[config.mk]
export PLATFORM = sky130hd
export DESIGN_NAME = float_result_buffer
export DESIGN_NICKNAME = d
export VERILOG_FILES = /design/src/rtl/float_buf_pkg.sv /design/src/rtl/float_buf_fifo.sv /design/src/rtl/float_result_buffer.sv
export SDC_FILE = /design/constraint.sdc
export NUM_CORES = 1
export LEC_CHECK = 0
export ABC_AREA = 1
export BUFFER_PORTS_ARGS = -buffer_cell sky130_fd_sc_hd__buf_2
export CORE_MARGIN = 3
export CORE_UTILIZATION = 29
export DETAILED_ROUTE_END_ITERATION = 16
export PLACE_DENSITY = 0.56
export SYNTH_ARGS = -nofsm -noshare
export SYNTH_HDL_FRONTEND = slang
export SYNTH_SLANG_ARGS = --single-unit
export TNS_END_PERCENT = 20
[constraint.sdc]
create_clock -name clk -period 3 [get_ports clk]
set_input_delay 0.75 -clock clk [delete_from_list [all_inputs] [get_ports clk]]
set_output_delay 0.75 -clock clk [all_outputs]
set_load 0.02 [all_outputs]
[src/rtl/float_buf_pkg.sv]
// float_buf_pkg: shared flag indices, flag width and entry-width helper for the result buffer
package float_buf_pkg;
    localparam int FLAG_W         = 5;
    localparam int FLAG_INVALID   = 4;
    localparam int FLAG_INFINITE  = 3;
    localparam int FLAG_OVERFLOW  = 2;
    localparam int FLAG_UNDERFLOW = 1;
    localparam int FLAG_INEXACT   = 0;

    function automatic int entry_width(input int w);
        return w + FLAG_W;
    endfunction
endpackage

[src/rtl/float_buf_fifo.sv]
// float_buf_fifo: generic registered FIFO, any depth >= 2, no fall-through; push accepted when not full or popping
module float_buf_fifo #(
    parameter  int W     = 37,
    parameter  int DEPTH = 4,
    localparam int CW    = $clog2(DEPTH + 1),
    localparam int PW    = $clog2(DEPTH)
) (
    input  logic          clk,
    input  logic          reset,
    input  logic          push_req,
    input  logic          pop_req,
    input  logic [W-1:0]  wdata,
    output logic          valid,
    output logic [W-1:0]  rdata,
    output logic [CW-1:0] count,
    output logic          push,
    output logic          pop
);
    localparam logic [CW-1:0] FULL = CW'(DEPTH);
    localparam logic [PW-1:0] LAST = PW'(DEPTH - 1);

    logic [W-1:0]  mem [DEPTH];
    logic [PW-1:0] rd_ptr, wr_ptr;

    assign valid = count != '0;
    assign pop   = valid && pop_req;
    assign push  = push_req && (count != FULL || pop);
    assign rdata = valid ? mem[rd_ptr] : '0;

    // storage write; contents need no reset since rdata is masked while empty
    always_ff @(posedge clk) begin
        if (push) mem[wr_ptr] <= wdata;
    end

    // pointers wrap at DEPTH-1 and count tracks push minus pop
    always_ff @(posedge clk) begin
        if (reset) begin
            rd_ptr <= '0;
            wr_ptr <= '0;
            count  <= '0;
        end else begin
            if (push) wr_ptr <= wr_ptr == LAST ? '0 : wr_ptr + 1'b1;
            if (pop)  rd_ptr <= rd_ptr == LAST ? '0 : rd_ptr + 1'b1;
            count <= count + CW'(push) - CW'(pop);
        end
    end
endmodule

[src/rtl/float_result_buffer.sv]
// float_result_buffer: credit-managed result FIFO for the FP multiplier; optional FLOAT_RESULT_STICKY_FLAGS_EN adds sticky flags and clear
module float_result_buffer
    import float_buf_pkg::*;
#(
    parameter int expWidth = 8,
    parameter int sigWidth = 24,
    parameter int DEPTH    = 4
) (
    input  logic                         clk,
    input  logic                         reset,
    input  logic                         issue,
    input  logic                         in_done,
    input  logic [expWidth+sigWidth-1:0] in_data,
    input  logic [FLAG_W-1:0]            in_flags,
    output logic                         can_issue,
    output logic                         out_valid,
    input  logic                         out_ready,
    output logic [expWidth+sigWidth-1:0] out_data,
    output logic [FLAG_W-1:0]            out_flags,
    input  logic                         clear_flags,
    output logic [FLAG_W-1:0]            sticky_flags,
    output logic                         overrun
);
    localparam int W  = expWidth + sigWidth;
    localparam int EW = entry_width(W);
    localparam int CW = $clog2(DEPTH + 1);
    localparam logic [CW-1:0] DMAX = CW'(DEPTH);

    logic [EW-1:0] rdata;
    logic [CW-1:0] count, inflight;
    logic          push, pop, drop;

    float_buf_fifo #(.W(EW), .DEPTH(DEPTH)) u_fifo (
        .clk      (clk),
        .reset    (reset),
        .push_req (in_done),
        .pop_req  (out_ready),
        .wdata    ({in_data, in_flags}),
        .valid    (out_valid),
        .rdata    (rdata),
        .count    (count),
        .push     (push),
        .pop      (pop)
    );

    assign out_data  = rdata[EW-1:FLAG_W];
    assign out_flags = rdata[FLAG_W-1:0];
    assign drop      = in_done && !push;
    assign can_issue = ({1'b0, count} + {1'b0, inflight}) < (CW+1)'(DEPTH);

    // outstanding-operation credits, saturating at DEPTH and flooring at 0 on protocol errors
    always_ff @(posedge clk) begin
        if (reset)
            inflight <= '0;
        else if (issue && !in_done)
            inflight <= inflight == DMAX ? DMAX : inflight + 1'b1;
        else if (!issue && in_done)
            inflight <= inflight == '0 ? '0 : inflight - 1'b1;
    end

`ifdef FLOAT_RESULT_STICKY_FLAGS_EN
    // sticky flags and overrun; a same-cycle push or drop wins over clear
    always_ff @(posedge clk) begin
        if (reset) begin
            sticky_flags <= '0;
            overrun      <= 1'b0;
        end else begin
            sticky_flags <= (clear_flags ? '0 : sticky_flags) | (push ? in_flags : '0);
            overrun      <= (clear_flags ? 1'b0 : overrun) | drop;
        end
    end
`else
    logic unused_clear;
    assign unused_clear = clear_flags;
    assign sticky_flags = '0;

    // overrun is sticky until reset when flag clearing is not built in
    always_ff @(posedge clk) begin
        if (reset) overrun <= 1'b0;
        else if (drop) overrun <= 1'b1;
    end
`endif
endmodule
==> results of run 1 <==
[tightest hold or removal path, stage by stage, from the launching register on]
cell and delay, ns:
dfxtp_1 0.32, inv_1 0.05, a21oi_1 0.06
[metal layers]
| layer | GRT usage | part of all wire |
|---|---|---|
| met4 | 0.0397 | 0.011 |
| met1 | 0.144 | 0.44 |
| met2 | 0.197 | 0.50 |
| met3 | 0.0370 | 0.044 |
| met5 | 0 | 0.00092 |
[sequential cells by signal, summed over array words and instances, names as in the netlist, named ones only]
register,count
u_fifo.rd_ptr,2
u_fifo.wr_ptr,2
u_fifo.count,3
overrun,1
inflight,3
u_fifo.mem,148
[worst max-delay path by stage]
stage	from	slack [ns]	to	cells after the start
after global placement	register	0.48	out_data[28]	6
after detailed placement	register	0.51	out_data[7]	7
final	u_fifo.count[1]	0.32	out_data[7]	6
after CTS	register	0.04	out_data[7]	7
after global routing	register	0.12	out_data[25]	7
after floorplan	out_ready	-0.03	u_fifo.mem[0][0]	4
[logic make-up (layout without fill, tap and decap cells)]
group                      Yosys count  in the layout
and+or+nand+nor                    275            275
xor gates and xnor gates             1              1
buffers and inverters               65            159
DFF                                161            161
adders and majority gates           16             16
AOI/OAI and AO/OA                   84             84
other                                1              5
[synthesized netlist by cell type]
cell type	n	area [um^2]
nor2_1	95	357
buf_4	13	97.6
dfxtp_1	13	260
clkbuf_1	3	11.3
a21oi_1	45	225
nor4_1	1	6.26
edfxtp_1	148	4440
clkbuf_2	1	5.00
fa_1	1	20.0
nand2_2	1	6.26
inv_2	2	7.51
xnor2_1	1	8.76
inv_1	30	113
nand3b_1	1	7.51
buf_2	13	65.1
ha_1	15	188
nand3_1	7	35.0
nand2_1	167	627
conb_1	1	3.75
o21ai_1	9	45.0
nor2_2	1	6.26
buf_6	3	33.8
or2_2	2	12.5
o21ai_0	30	150
[report_power, final]
part	total [mW]	switching, mW	internal, mW
Sequential	2.76	0.0993	2.67
Combinational	2.18	1.50	0.679
Clock	2.02	0.932	1.08
[final cells by class]
type / count / area [um^2] / share of cell area
Sequential cell: 161 / 4710 / 0.586
Multi-Input combinational cell: 381 / 1740 / 0.217
Timing Repair Buffer: 96 / 559 / 0.0696
Clock buffer: 17 / 425 / 0.0529
Tap cell: 285 / 357 / 0.0444
Clock inverter: 14 / 124 / 0.0154
Inverter: 32 / 120 / 0.0149
[metrics by stage]
| stage | hold WS [ns] | power [mW] | cell area [um^2] | std cells |
|---|---|---|---|---|
| global placement | 0.439 | 5.04 | 7480 | 955 |
| finish | 0.474 | 6.96 | 8040 | 986 |
| global route | 0.508 | 7.43 | 8040 | 986 |
| detailed placement | 0.455 | 5.05 | 7480 | 955 |
| CTS | 0.474 | 7.10 | 8030 | 986 |
| floorplan | 0.468 | 4.32 | 6750 | 607 |
==> qor.yml, run 1 <==
clock_network:
  h-tree-depth: 4
  cts_tree: "done"
  cts_setup_buffers: 0
  cts-root-buf: "clkbuf_16"
  cts.path.max_buffers: 2
  clk_latency_ns: 0.42
  clkSinkCount: 161
  post_cts_resized: 0
  ctsHoldBuffers: 0
  clk_pin_slew_ns: 0.07
  cts_buffers: 17
synthesis:
  synth_compound_area_frac: 0.0624
  synth_area_mm2: 0.00674
  ys_ff_latch: 161
  synth-xor-area-share: 0.00130
  yosysWarnings: 0
  syn_avg_cell_area_um2: 11.2
  synth_top_family_by_area: "simple AND/OR/NAND/NOR gates"
  synthSimpleGateAreaFrac: 0.157
  yosysUniqueCellTypes: 24
  seq_area_frac_synth: 0.698
  synthCells: 603
  synth_fa_ha_area_frac: 0.0308
  muxShareOfSynthArea: 0
timing:
  finalHoldViolCount: 0
  period_share: 0.894
  finalMaxSlewViolations: 0
  final.setup.worst_slack_ns: 0.318
  finClkSkew_ns: 0.0111
  fmaxAchievable_mhz: 373
  layout_min_cycle_time_ns: 2.68
  setup_violations: 0
  tns_ns: 0
  rsz0062_at_grt: "no"
placed_design:
  place_congestion: 0.720
  hpwl_um: 8400
  io_buffers: 81
  dp_slack_ns: 0.508
flow_run:
  drv_cap: 0
critical_path:
  worst-endpoint-required_ns: 2.25
  crit_path_end_kind: "output port"
  path_delay_family: "buffers and inverters"
  worstRegToRegCells: 10
  critPathLaunchType: "register"
  worstSetupPathType: "reg -> out"
  crit_chain: "nor2_2 > nand2_2 > inv_2 > buf_12 > a21oi_1 > buf_2"
  reg2reg_from: "u_fifo.count[1]"
  critPathMaxStageDelay_ns: 0.39
  crit_path_max_fanout: 21
  path_buf_inv: 3
  worst_ep_arrival_time_ns: 1.93
  rr_endpoint: "u_fifo.count[2]"
  critPathSlowestCell: "inv_2"
  r2r_slack_ns: 0.76
grt:
  grt_first_pass_wirelength_um: 22100
  grt.total_usage: 0.118
  grt_pass1_vias: 4118
  antenna_found_initial: 1
  grt_max_degree: 65
  grt_overflow: 0
cells_and_area:
  layout.cells.most_common: "nand2_1"
  layout-drive-gt1-share: 0.198
  fillCellCount: 2276
  layout_common_cells: "nand2_1 (167), edfxtp_1 (148), nor2_1 (91)"
  area_growth_pct: 19.3
  nets: 748
  utilization: 0.354
  antenna_cells: 0
route:
  antenna_left: 0
  first_iter_violations: 214
  vias: 4313
  routed_via_density: 4.37
  drt_pass1_iterations: 4
  drc_errors: 0
  wirelength_um: 14200
  wire_per_inst_um: 14.4
run_status:
  status: "complete, no violations"
power:
  p_per_area_mw_per_mm2: 866
  p_leak_nw: 3.25
  ir_drop_mv: 0.372
worst_hold_path:
  holdPathEnd: "overrun"
  hold_start: "overrun"
  hold_path_class: "reg -> reg"
  min_path_cells: 2
die:
  die_w_um: 158
  ioPinCount: 88
  std_cell_rows: 55
  die_h_um: 158
  dieArea_mm2: 0.0251
  start_util: 0.297
  core-area_mm2: 0.0227
(Power assumes the default switching activity.)
==> inputs of run 2 (changes only) <==
- BUFFER_PORTS_ARGS: -buffer_cell sky130_fd_sc_hd__buf_2 -> not set
- DONT_BUFFER_PORTS: not set -> 1
- PLACE_DENSITY: 0.56 -> 0.53
==> run 2 against run 1 <==
Against the previous run: critical path depth unchanged; register-to-register slack got worse by 0.06 ns; cell area decreased by 0.31%; non-clock buffer count fell by 44; largest power group unchanged.
==> qor.yml, run 2 (synthesized netlist as in run 1, its figures left out) <==
route:
  antenna_left: 0  # unchanged
  wirelength_um: 14200  # +0.29%
  first_iter_violations: 189  # -12%
  drt_pass1_iterations: 4  # unchanged
  wire_per_inst_um: 15.1  # +4.9%
  routed_via_density: 4.46  # +1.9%
  vias: 4204  # -2.5%
  drc_errors: 0  # unchanged
critical_path:
  crit_path_end_kind: "output port"
  worstSetupPathType: "reg -> out"
  path_delay_family: "buffers and inverters"
  worstSetupStartpoint: "u_fifo.count[1]"
  worst_ep_arrival_time_ns: 1.96  # +0.03 ns
  crit_path_max_fanout: 18  # -14%
  reg2reg_from: "u_fifo.count[1]"
  crit_chain: "nor2_2 > nand2_2 > inv_2 > buf_12 > a21oi_1 > buf_4"
  critPathSlowestCell: "inv_2"
  critPathLaunchType: "register"
  path_buf_inv: 3  # unchanged
  critPathMaxStageDelay_ns: 0.39  # about the same
  worst-endpoint-required_ns: 2.25  # about the same
power:
  cellInternalPower_mw: 4.71  # +6.3%
  p_total_mw: 7.30  # +4.8%
  p_clk_frac: 0.301  # +0.011
  p_sw_mw: 2.59  # +2.3%
  ir_drop_mv: 0.378  # +1.7%
  p_leak_nw: 3.12  # -3.9%
  p_seq_frac: 0.374  # -0.023
  comb_power_share: 0.325  # +0.012
  p_sw_frac: 0.355  # -0.00890
  p_per_area_mw_per_mm2: 911  # +5.1%
placed_design:
  dp_slack_ns: 0.646  # +0.139 ns
  hpwl_um: 8410  # +0.17%
  dp.cells: 911  # -4.6%
  place_congestion: 0.753  # +4.6%
  io_buffers: 0  # -100%
cells_and_area:
  antenna_cells: 0  # unchanged
  fillCellCount: 2263  # -0.57%
  layout-drive-gt1-share: 0.146  # -0.0524
  layout_common_cells: "nand2_1 (167), edfxtp_1 (148), nor2_1 (91)"
  layout.cells.most_common: "nand2_1"
  regMostFlops: "u_fifo.mem"
  nets: 704  # -5.9%
  final_cells: 943  # -4.4%
  area_growth_pct: 18.9
  largest_register_ffs: 148  # unchanged
  top_regs: "u_fifo.mem x148, inflight x3, u_fifo.count x3"
die:
  ioPinCount: 88  # unchanged
  dieArea_mm2: 0.0251  # unchanged
  core-area_mm2: 0.0227  # unchanged
  start_util: 0.297  # unchanged
  die_h_um: 158  # unchanged
  std_cell_rows: 55  # unchanged
  die_w_um: 158  # unchanged
grt:
  grt.total_usage: 0.117  # -0.000857
  grt_overflow: 0  # unchanged
  grt_pass1_vias: 4256  # +3.4%
  grt_max_degree: 75  # +15%
  antenna_found_initial: 0  # -1
  grt_first_pass_wirelength_um: 21900  # -0.75%
clock_network:
  cts_tree: "done"
  h-tree-depth: 4  # unchanged
  cts_buffers: 17  # unchanged
  ctsHoldBuffers: 0  # unchanged
  cts-root-buf: "clkbuf_16"
  clk_pin_slew_ns: 0.07  # about the same
  clkSinkCount: 161  # unchanged
  clk_latency_ns: 0.42  # about the same
  post_cts_resized: 0  # unchanged
  cts.path.max_buffers: 2  # unchanged
  cts_setup_buffers: 0  # unchanged
timing:
  setup_violations: 0  # unchanged
  period_share: 0.903  # +0.00886
  fmaxAchievable_mhz: 369  # -0.98%
  finalMaxSlewViolations: 0  # unchanged
  finalHoldViolCount: 0  # unchanged
  finClkSkew_ns: 0.0129  # +0.00187 ns
  final.setup.worst_slack_ns: 0.291  # -0.0266 ns
  layout_min_cycle_time_ns: 2.71  # +0.0266 ns
  tns_ns: 0  # unchanged
  rsz0062_at_grt: "no"
worst_hold_path:
  hold_start: "reset"
  hold_path_class: "in -> reg"
run_status:
  status: "complete, no violations"
flow_run:
  drv_cap: 0  # unchanged
run 2: cell count changes in the layout (fill, tap and decap cells not counted), sizes merged:
cell      before  now
clkinvlp       1    0
buf           96   52
clkinv         6    8
inv           39   38
bufinv         0    1
run 2: path summary, 6_finish.rpt:
| kind | end | slack (ns) | cells past startpoint |
|---|---|---|---|
| worst max-delay path | out_data[19] | 0.29 | 6 |
| worst min-delay path | overrun | 0.39 | 1 |
| worst max register to register | u_fifo.count[2] | 0.70 | 10 |
| worst min register to register | u_fifo.rd_ptr[1] | 0.51 | 2 |
run 2: cell type report:
| type | count | area, um^2 | share of cell area |
|---|---|---|---|
| sequential | 161 | 4710 | 0.587 |
| tap | 285 | 357 | 0.0445 |
| clock inverter | 15 | 195 | 0.0244 |
| clock buffer | 17 | 425 | 0.0531 |
| inverter | 32 | 120 | 0.0150 |
| multi-input combinational | 381 | 1740 | 0.218 |
| timing repair buffer | 52 | 465 | 0.0581 |
run 2: metrics by stage:
stage,util,instance area [um^2],hold WS (ns)
after detailed placement,0.325,7390,0.504
after global routing,0.353,8010,0.368
after floorplan,-,6750,0.468
final,0.353,8010,0.392
after CTS,0.353,8010,0.367
after global placement,0.325,7390,0.489
run 2: power groups by stage:
| stage | sequential, mW | clock, mW | combinational [mW] |
|---|---|---|---|
| finish | 2.73 | 2.20 | 2.37 |
| global route | 2.75 | 2.36 | 2.65 |
| CTS | 2.73 | 2.26 | 2.45 |
| detailed placement | 2.78 | 0 | 2.44 |
| global placement | 2.78 | 0 | 2.42 |
| floorplan | 2.77 | 0 | 1.55 |
run 2: per-layer routing:
layer	vias to the layer above	track usage	wire length [um]
met5	-	0	0
li1	2100	-	-
met4	0	0.0348	138
met1	2027	0.133	6050
met3	7	0.0378	700
met2	70	0.208	7320
